File: src/rtl/shiftreg_in_buf_pkg.sv
// Shared constants and width helpers for the serial-in word buffer.
// Bit-order encodings plus $clog2-based port/pointer widths.
package shiftreg_in_buf_pkg;

  localparam int ORDER_MSB = 1;
  localparam int ORDER_LSB = 0;

  function automatic int cnt_w(input int w);
    return (w > 1) ? $clog2(w) : 1;
  endfunction

  function automatic int lvl_w(input int d);
    return $clog2(d + 1);
  endfunction

  function automatic int ptr_w(input int d);
    return (d > 1) ? $clog2(d) : 1;
  endfunction

endpackage

File: src/rtl/shiftreg_in_buf_if.sv
// Output word stream of the serial-in buffer.
// Master presents words; slave accepts them with out_ready.
interface shiftreg_in_buf_if #(
  parameter int WIDTH = 8
);
  logic [WIDTH-1:0] out_data;
  logic             out_valid;
  logic             out_ready;

  modport master (
    output out_data,
    output out_valid,
    input  out_ready
  );

  modport slave (
    input  out_data,
    input  out_valid,
    output out_ready
  );
endinterface

File: src/rtl/shiftreg_in_fifo.sv
// Small word FIFO behind the shift register.
// A push into a full FIFO succeeds only when a pop frees a slot on the same edge.
module shiftreg_in_fifo
  import shiftreg_in_buf_pkg::*;
#(
  parameter int WIDTH = 8,
  parameter int DEPTH = 4
) (
  input  logic                     clk,
  input  logic                     rst_n,
  input  logic                     push,
  input  logic [WIDTH-1:0]         wdata,
  input  logic                     pop,
  output logic [WIDTH-1:0]         rdata,
  output logic                     full,
  output logic                     empty,
  output logic [lvl_w(DEPTH)-1:0]  level
);

  localparam int PW = ptr_w(DEPTH);
  localparam int LW = lvl_w(DEPTH);

  logic [WIDTH-1:0] mem_q [DEPTH];
  logic [WIDTH-1:0] mem_d [DEPTH];
  logic [PW-1:0]    wptr_q, wptr_d;
  logic [PW-1:0]    rptr_q, rptr_d;
  logic [LW-1:0]    cnt_q, cnt_d;
  logic             wr, rd;

  assign full  = (cnt_q == LW'(DEPTH));
  assign empty = (cnt_q == '0);
  assign level = cnt_q;
  // Gate the head so an empty buffer always shows zero
  assign rdata = empty ? '0 : mem_q[rptr_q];

  always_comb begin
    rd     = pop & ~empty;
    wr     = push & (~full | rd);
    mem_d  = mem_q;
    wptr_d = wptr_q;
    rptr_d = rptr_q;
    if (wr) begin
      mem_d[wptr_q] = wdata;
      wptr_d        = wptr_q + PW'(1);
    end
    if (rd) rptr_d = rptr_q + PW'(1);
    cnt_d = cnt_q + LW'(wr) - LW'(rd);
  end

  always_ff @(posedge clk) begin
    if (!rst_n) begin
      wptr_q <= '0;
      rptr_q <= '0;
      cnt_q  <= '0;
    end else begin
      wptr_q <= wptr_d;
      rptr_q <= rptr_d;
      cnt_q  <= cnt_d;
    end
  end

  always_ff @(posedge clk) begin
    mem_q <= mem_d;
  end

endmodule

File: src/rtl/shiftreg_in_buf.sv
// Serial-to-parallel receiver with framing, bit count and buffered output.
// Completed words go to a FIFO; words that find it full are dropped and flagged.
module shiftreg_in_buf
  import shiftreg_in_buf_pkg::*;
#(
  parameter int WIDTH     = 8,
  parameter int DEPTH     = 4,
  parameter int MSB_FIRST = ORDER_MSB
) (
  input  logic                     serclk,
  input  logic                     reset_n,
  input  logic                     ser_in,
  input  logic                     enable,
  input  logic                     frame_start,
  input  logic                     clear_overrun,
  output logic [lvl_w(DEPTH)-1:0]  level,
  output logic [cnt_w(WIDTH)-1:0]  bit_cnt,
  output logic                     overrun,
  shiftreg_in_buf_if.master        bus
);

  localparam int CW = cnt_w(WIDTH);

  logic [WIDTH-1:0] sr_q, sr_d, sr_base;
  logic [CW-1:0]    cnt_q, cnt_d, cnt_base;
  logic             ov_q, ov_d;
  logic             push, pop, full, empty;

  always_comb begin
    sr_base  = frame_start ? '0 : sr_q;
    cnt_base = frame_start ? '0 : cnt_q;
    sr_d     = sr_base;
    cnt_d    = cnt_base;
    push     = 1'b0;
    if (enable) begin
      if (MSB_FIRST == ORDER_MSB) sr_d = {sr_base[WIDTH-2:0], ser_in};
      else                        sr_d = {ser_in, sr_base[WIDTH-1:1]};
      if (cnt_base == CW'(WIDTH - 1)) begin
        cnt_d = '0;
        push  = 1'b1;
      end else begin
        cnt_d = cnt_base + CW'(1);
      end
    end
  end

  assign pop = bus.out_valid & bus.out_ready;

  // Set beats clear when a drop coincides with clear_overrun
  always_comb begin
    ov_d = ov_q;
    if (clear_overrun)       ov_d = 1'b0;
    if (push & full & ~pop)  ov_d = 1'b1;
  end

  always_ff @(posedge serclk) begin
    if (!reset_n) begin
      sr_q  <= '0;
      cnt_q <= '0;
      ov_q  <= 1'b0;
    end else begin
      sr_q  <= sr_d;
      cnt_q <= cnt_d;
      ov_q  <= ov_d;
    end
  end

  shiftreg_in_fifo #(
    .WIDTH (WIDTH),
    .DEPTH (DEPTH)
  ) u_fifo (
    .clk   (serclk),
    .rst_n (reset_n),
    .push  (push),
    .wdata (sr_d),
    .pop   (pop),
    .rdata (bus.out_data),
    .full  (full),
    .empty (empty),
    .level (level)
  );

  assign bus.out_valid = ~empty;
  assign bit_cnt       = cnt_q;
  assign overrun       = ov_q;

endmodule

File: src/flat_wrapper.sv
// flat-port wrapper written by rule: the top's interface ports become plain ports
module shiftreg_in_buf_flat import shiftreg_in_buf_pkg::*;
#(
  parameter int WIDTH     = 8,
  parameter int DEPTH     = 4,
  parameter int MSB_FIRST = ORDER_MSB
)
  (serclk, reset_n, ser_in, enable, frame_start, clear_overrun, level, bit_cnt, overrun, bus_out_data, bus_out_valid, bus_out_ready);
  shiftreg_in_buf_if #(.WIDTH(WIDTH)) bus_i ();
  input  logic serclk;
  input  logic reset_n;
  input  logic ser_in;
  input  logic enable;
  input  logic frame_start;
  input  logic clear_overrun;
  output logic [lvl_w(DEPTH)-1:0] level;
  output logic [cnt_w(WIDTH)-1:0] bit_cnt;
  output logic overrun;
  output wire logic [$bits(bus_i.out_data)-1:0] bus_out_data;
  output wire logic [$bits(bus_i.out_valid)-1:0] bus_out_valid;
  input wire logic [$bits(bus_i.out_ready)-1:0] bus_out_ready;
  assign bus_out_data = bus_i.out_data;
  assign bus_out_valid = bus_i.out_valid;
  assign bus_i.out_ready = bus_out_ready;
  shiftreg_in_buf #(.WIDTH(WIDTH), .DEPTH(DEPTH), .MSB_FIRST(MSB_FIRST)) u_core (.serclk(serclk), .reset_n(reset_n), .ser_in(ser_in), .enable(enable), .frame_start(frame_start), .clear_overrun(clear_overrun), .level(level), .bit_cnt(bit_cnt), .overrun(overrun), .bus(bus_i));
endmodule
File: config.mk
export PLATFORM = sky130hd
export DESIGN_NAME = shiftreg_in_buf_flat
export DESIGN_NICKNAME = d
export VERILOG_FILES = /design/src/rtl/shiftreg_in_buf_pkg.sv /design/src/rtl/shiftreg_in_buf_if.sv /design/src/rtl/shiftreg_in_fifo.sv /design/src/rtl/shiftreg_in_buf.sv /design/src/flat_wrapper.sv
export SDC_FILE = /design/constraint.sdc
export NUM_CORES = 1
export LEC_CHECK = 0
export BUFFER_PORTS_ARGS = -buffer_cell sky130_fd_sc_hd__buf_2
export CAP_MARGIN = 20
export CORE_ASPECT_RATIO = 1.75
export CORE_MARGIN = 5
export CORE_UTILIZATION = 62
export DETAILED_ROUTE_END_ITERATION = 6
export PLACE_DENSITY = 0.83
export REMOVE_ABC_BUFFERS = 1
export SLEW_MARGIN = 20
export SYNTH_ARGS = -nofsm -noshare
export SYNTH_HDL_FRONTEND = slang
export SYNTH_HIERARCHICAL = 1
export SYNTH_SLANG_ARGS = --single-unit
File: constraint.sdc
create_clock -name serclk -period 6.3 [get_ports serclk]
set_input_delay 0 -clock serclk [delete_from_list [all_inputs] [get_ports serclk]]
set_output_delay 0 -clock serclk [all_outputs]
set_load 0.03 [all_outputs]
==> results.yml <==
power:
  sw_frac_of_total_pct: 17.94
  power_switching_mw: 0.1062
  pwr-share-comb_pct: 2.3
  seq_power_share_pct: 59.6
  clkPwrFrac_pct: 38.1
  intPower_mw: 0.4857
  irDropWorstVdd_uv: 217.2
  p_leak_nw: 0.9841
  p_per_area_nw_per_um2: 236.5
final_layout:
  syn2layout_area_growth_pct: 9.589
  fin_cells: 224
  nNetsFinal: 193
  antenna_cells: 0
  fillers: 260
  final_cell_area_um2: 2502
  drive_gt1_share_pct: 26.97
drt:
  drc: 0
  vias_per_cell: 5.438
  drtIter0Drc: 11
  drt-pass1-iter-count: 4
  ant_nets: 0
  wl_per_cell_um: 16.33
  vias: 1218
  wl_um: 3657
cts:
  cts.sinks: 51
  path_clk_slew_ps: 90
  h-tree-depth: 2
  postCtsResizedCells: 0
  clk-insertion-delay-late_ps: 290
  cts_tree: "yes"
  clockBufferDepth: 2
  cts-buffers-inserted: 5
  cts_setup_buffers: 0
  cts_hold_buffers: 0
  cts_root_buf: "clkbuf_8"
worst_setup_path:
  start_kind: "flip-flop"
  cp_max_fo: 14
  end_kind: "flip-flop"
  worst-endpoint-required_ps: 6490
  regToRegEndpoint: "u_core/u_fifo/level[2]$_SDFF_PN0_"
  timing.rr.start: "u_core/u_fifo/level[1]$_SDFF_PN0_"
  worst_r2r_path_depth: 13
  reg2reg_slack_ps: 3100
  path_class: "reg -> reg"
  arrival_ps: 3390
placement:
  portBuffers: 22
  dpl_cell_area_um2: 2385
  globalplace.congestion: 0.7252
  dp_hpwl_um: 2696
  pre_cts_ws_ps: 3069
  place_inst: 216
status:
  outcome: "complete, no violations"
grt:
  grt_max_degree: 24
  antenna_found_initial: 0
  grt_pass1_vias: 1345
  track_usage_pct: 16.25
  grt_pass1_wl_um: 6251
  grt_overflow: 0
die:
  core_um2: 3592
  die_h_um: 90.28
  die_x_um: 55.88
  die_area_um2: 5044
  initial_core_util_pct: 63.57
  rows: 29
  io_pins: 23
synth:
  synth_cells: 156
  synth_cell_types: 30
  syn_area_um2: 2283
  syn_area_per_cell_um2: 14.64
  synth_seq_cells: 51
  ys_seq_area_share_pct: 58.74
  yosysWarnings: 6
hold_path:
  min_from: "clear_overrun"
  worstHoldPathType: "in -> reg"
  whs_path_depth: 3
  whs_endpoint: "u_core/overrun$_SDFFE_PN0P_"
sta:
  finClkSkew_ps: 6.524
  worst_slew_pin_slew_ps: 991.8
  layout_min_cycle_time_ps: 3198
  timing.fmax_mhz: 312.7
  hold_violations: 0
  rsz0062_at_grt: "false"
  relSlewSlack_pct: 33.67
  slew_violations: 0
  timing.final.crit_share_pct: 50.76
  setup_viol: 0
  setup_ws_ps: 3102
  fin_tns_setup_ps: 0
run:
  maxCapViolations: 0
==> area by class of cell <==
class / count / area (um^2) / share of cell area, %
Sequential cell: 51 / 1341 / 53.60
Clock buffer: 6 / 82.58 / 3.300
Clock inverter: 2 / 35.03 / 1.400
Tap cell: 46 / 57.56 / 2.300
Inverter: 8 / 30.03 / 1.200
Multi-Input combinational cell: 89 / 845.8 / 33.80
Timing Repair Buffer: 22 / 110.1 / 4.400
==> cell usage in the layout (no fill, tap or decap) <==
cell type,netlist,final
a21boi_1,1,1
a21boi_2,1,1
a22o_1,1,1
a32o_1,1,1
and2_1,16,16
buf_2,3,22
bufinv_16,0,1
clkbuf_8,0,6
clkinv_2,0,1
dfxtp_1,19,19
edfxtp_1,32,32
fa_1,1,1
ha_1,8,8
inv_1,8,8
mux2i_1,11,11
mux4_1,1,1
mux4_2,7,7
nand2_1,7,7
nor2_1,9,9
nor2_2,1,1
nor2b_1,8,8
nor2b_4,7,7
nor3_4,0,1
nor3b_2,1,1
o21ai_0,1,1
o21ai_1,1,1
or3_1,1,1
or4b_1,1,1
xnor2_1,2,2
xor2_1,1,1
==> kinds of logic after synthesis <==
family	after synthesis	synth area share, %
simple gates	52	15.40
flops	51	58.74
mux	19	12.88
buf+inv	16	4.493
fa+ha+maj	9	5.260
compound gates	6	2.082
xor+xnor	3	1.151
==> routing by layer <==
metal  routed length [um]  global-route usage (%)  up-vias
met4                  104                   7.129        0
li1                     -                       -      585
met1                 1272                   15.85      590
met2                 2127                   31.62       32
met3                  153                   3.290       11
met5                    0                       0        -
==> worst max-delay path, stage by stage, from the launching register on <==
cell,delay [ps]
dfxtp_1,400
nor3_4,850
nor2b_1,170
inv_1,170
a21boi_2,120
inv_1,80
ha_1,230
inv_1,60
ha_1,130
inv_1,50
fa_1,390
xnor2_1,150
xnor2_1,130
and2_1,170
==> Yosys cell counts <==
master / instances / share of area (%)
mux4_1: 1 / 1.2
or4b_1: 1 / 0.44
inv_1: 8 / 1.3
xor2_1: 1 / 0.38
nor3b_2: 1 / 0.55
nand2_1: 7 / 1.2
a32o_1: 1 / 0.44
o21ai_0: 1 / 0.22
a22o_1: 1 / 0.38
and2_1: 16 / 4.4
o21ai_1: 1 / 0.22
nor2_2: 1 / 0.27
clkbuf_1: 1 / 0.16
dfxtp_1: 19 / 17
nor2b_4: 7 / 4.2
buf_12: 1 / 0.88
fa_1: 1 / 0.88
buf_2: 3 / 0.66
nor3_2: 1 / 0.44
a21boi_1: 1 / 0.33
mux4_2: 7 / 6.9
nor2b_1: 8 / 2.2
a21boi_2: 1 / 0.49
ha_1: 8 / 4.4
nor2_1: 9 / 1.5
buf_6: 3 / 1.5
xnor2_1: 2 / 0.77
or3_1: 1 / 0.27
mux2i_1: 11 / 4.8
edfxtp_1: 32 / 42
==> state kept, by name (all words and copies together), names as in the netlist <==
register / count
u_core/u_fifo/mem_q: 32
u_core/sr_q: 8
u_core/bit_cnt: 3
u_core/u_fifo/level: 3
u_core/u_fifo/rptr_q: 2
u_core/u_fifo/wptr_q: 2
u_core/overrun: 1
==> power by group through the flow <==
stage                     Clock [mW]  Sequential (mW)  Combinational, mW
after floorplan                    0            0.362            0.00487
after global placement             0            0.360             0.0132
after detailed placement           0            0.360             0.0138
after CTS                      0.231            0.353             0.0139
after global routing           0.247            0.353             0.0153
final                          0.226            0.353             0.0137
==> through the flow <==
stage	power [mW]	hold slack, ps	utilization (%)
3_5_place_dp	0.3742	330.2	66.39
3_3_place_gp	0.3734	311.2	66.39
6_report	0.5919	26.90	69.66
4_1_cts	0.5975	16.34	69.66
5_1_grt	0.6153	65.79	69.66
2_1_floorplan	0.3665	121.7	-
==> worst max path at each step <==
stage | startpoint | to | slack [ps] | depth (start not counted)
global placement | u_core/u_fifo/level[1]$_SDFF_PN0_ | u_core/u_fifo/level[2]$_SDFF_PN0_ | 3260 | 13
CTS | u_core/u_fifo/level[1]$_SDFF_PN0_ | u_core/u_fifo/level[2]$_SDFF_PN0_ | 3070 | 13
finish | u_core/u_fifo/level[1]$_SDFF_PN0_ | u_core/u_fifo/level[2]$_SDFF_PN0_ | 3100 | 13
floorplan | u_core/u_fifo/level[1]$_SDFF_PN0_ | u_core/u_fifo/level[2]$_SDFF_PN0_ | 2940 | 13
global route | u_core/u_fifo/level[1]$_SDFF_PN0_ | u_core/u_fifo/level[2]$_SDFF_PN0_ | 2930 | 13
detailed placement | u_core/u_fifo/level[1]$_SDFF_PN0_ | u_core/u_fifo/level[2]$_SDFF_PN0_ | 3070 | 13
Note: power is estimated with default switching activity, not from simulation.
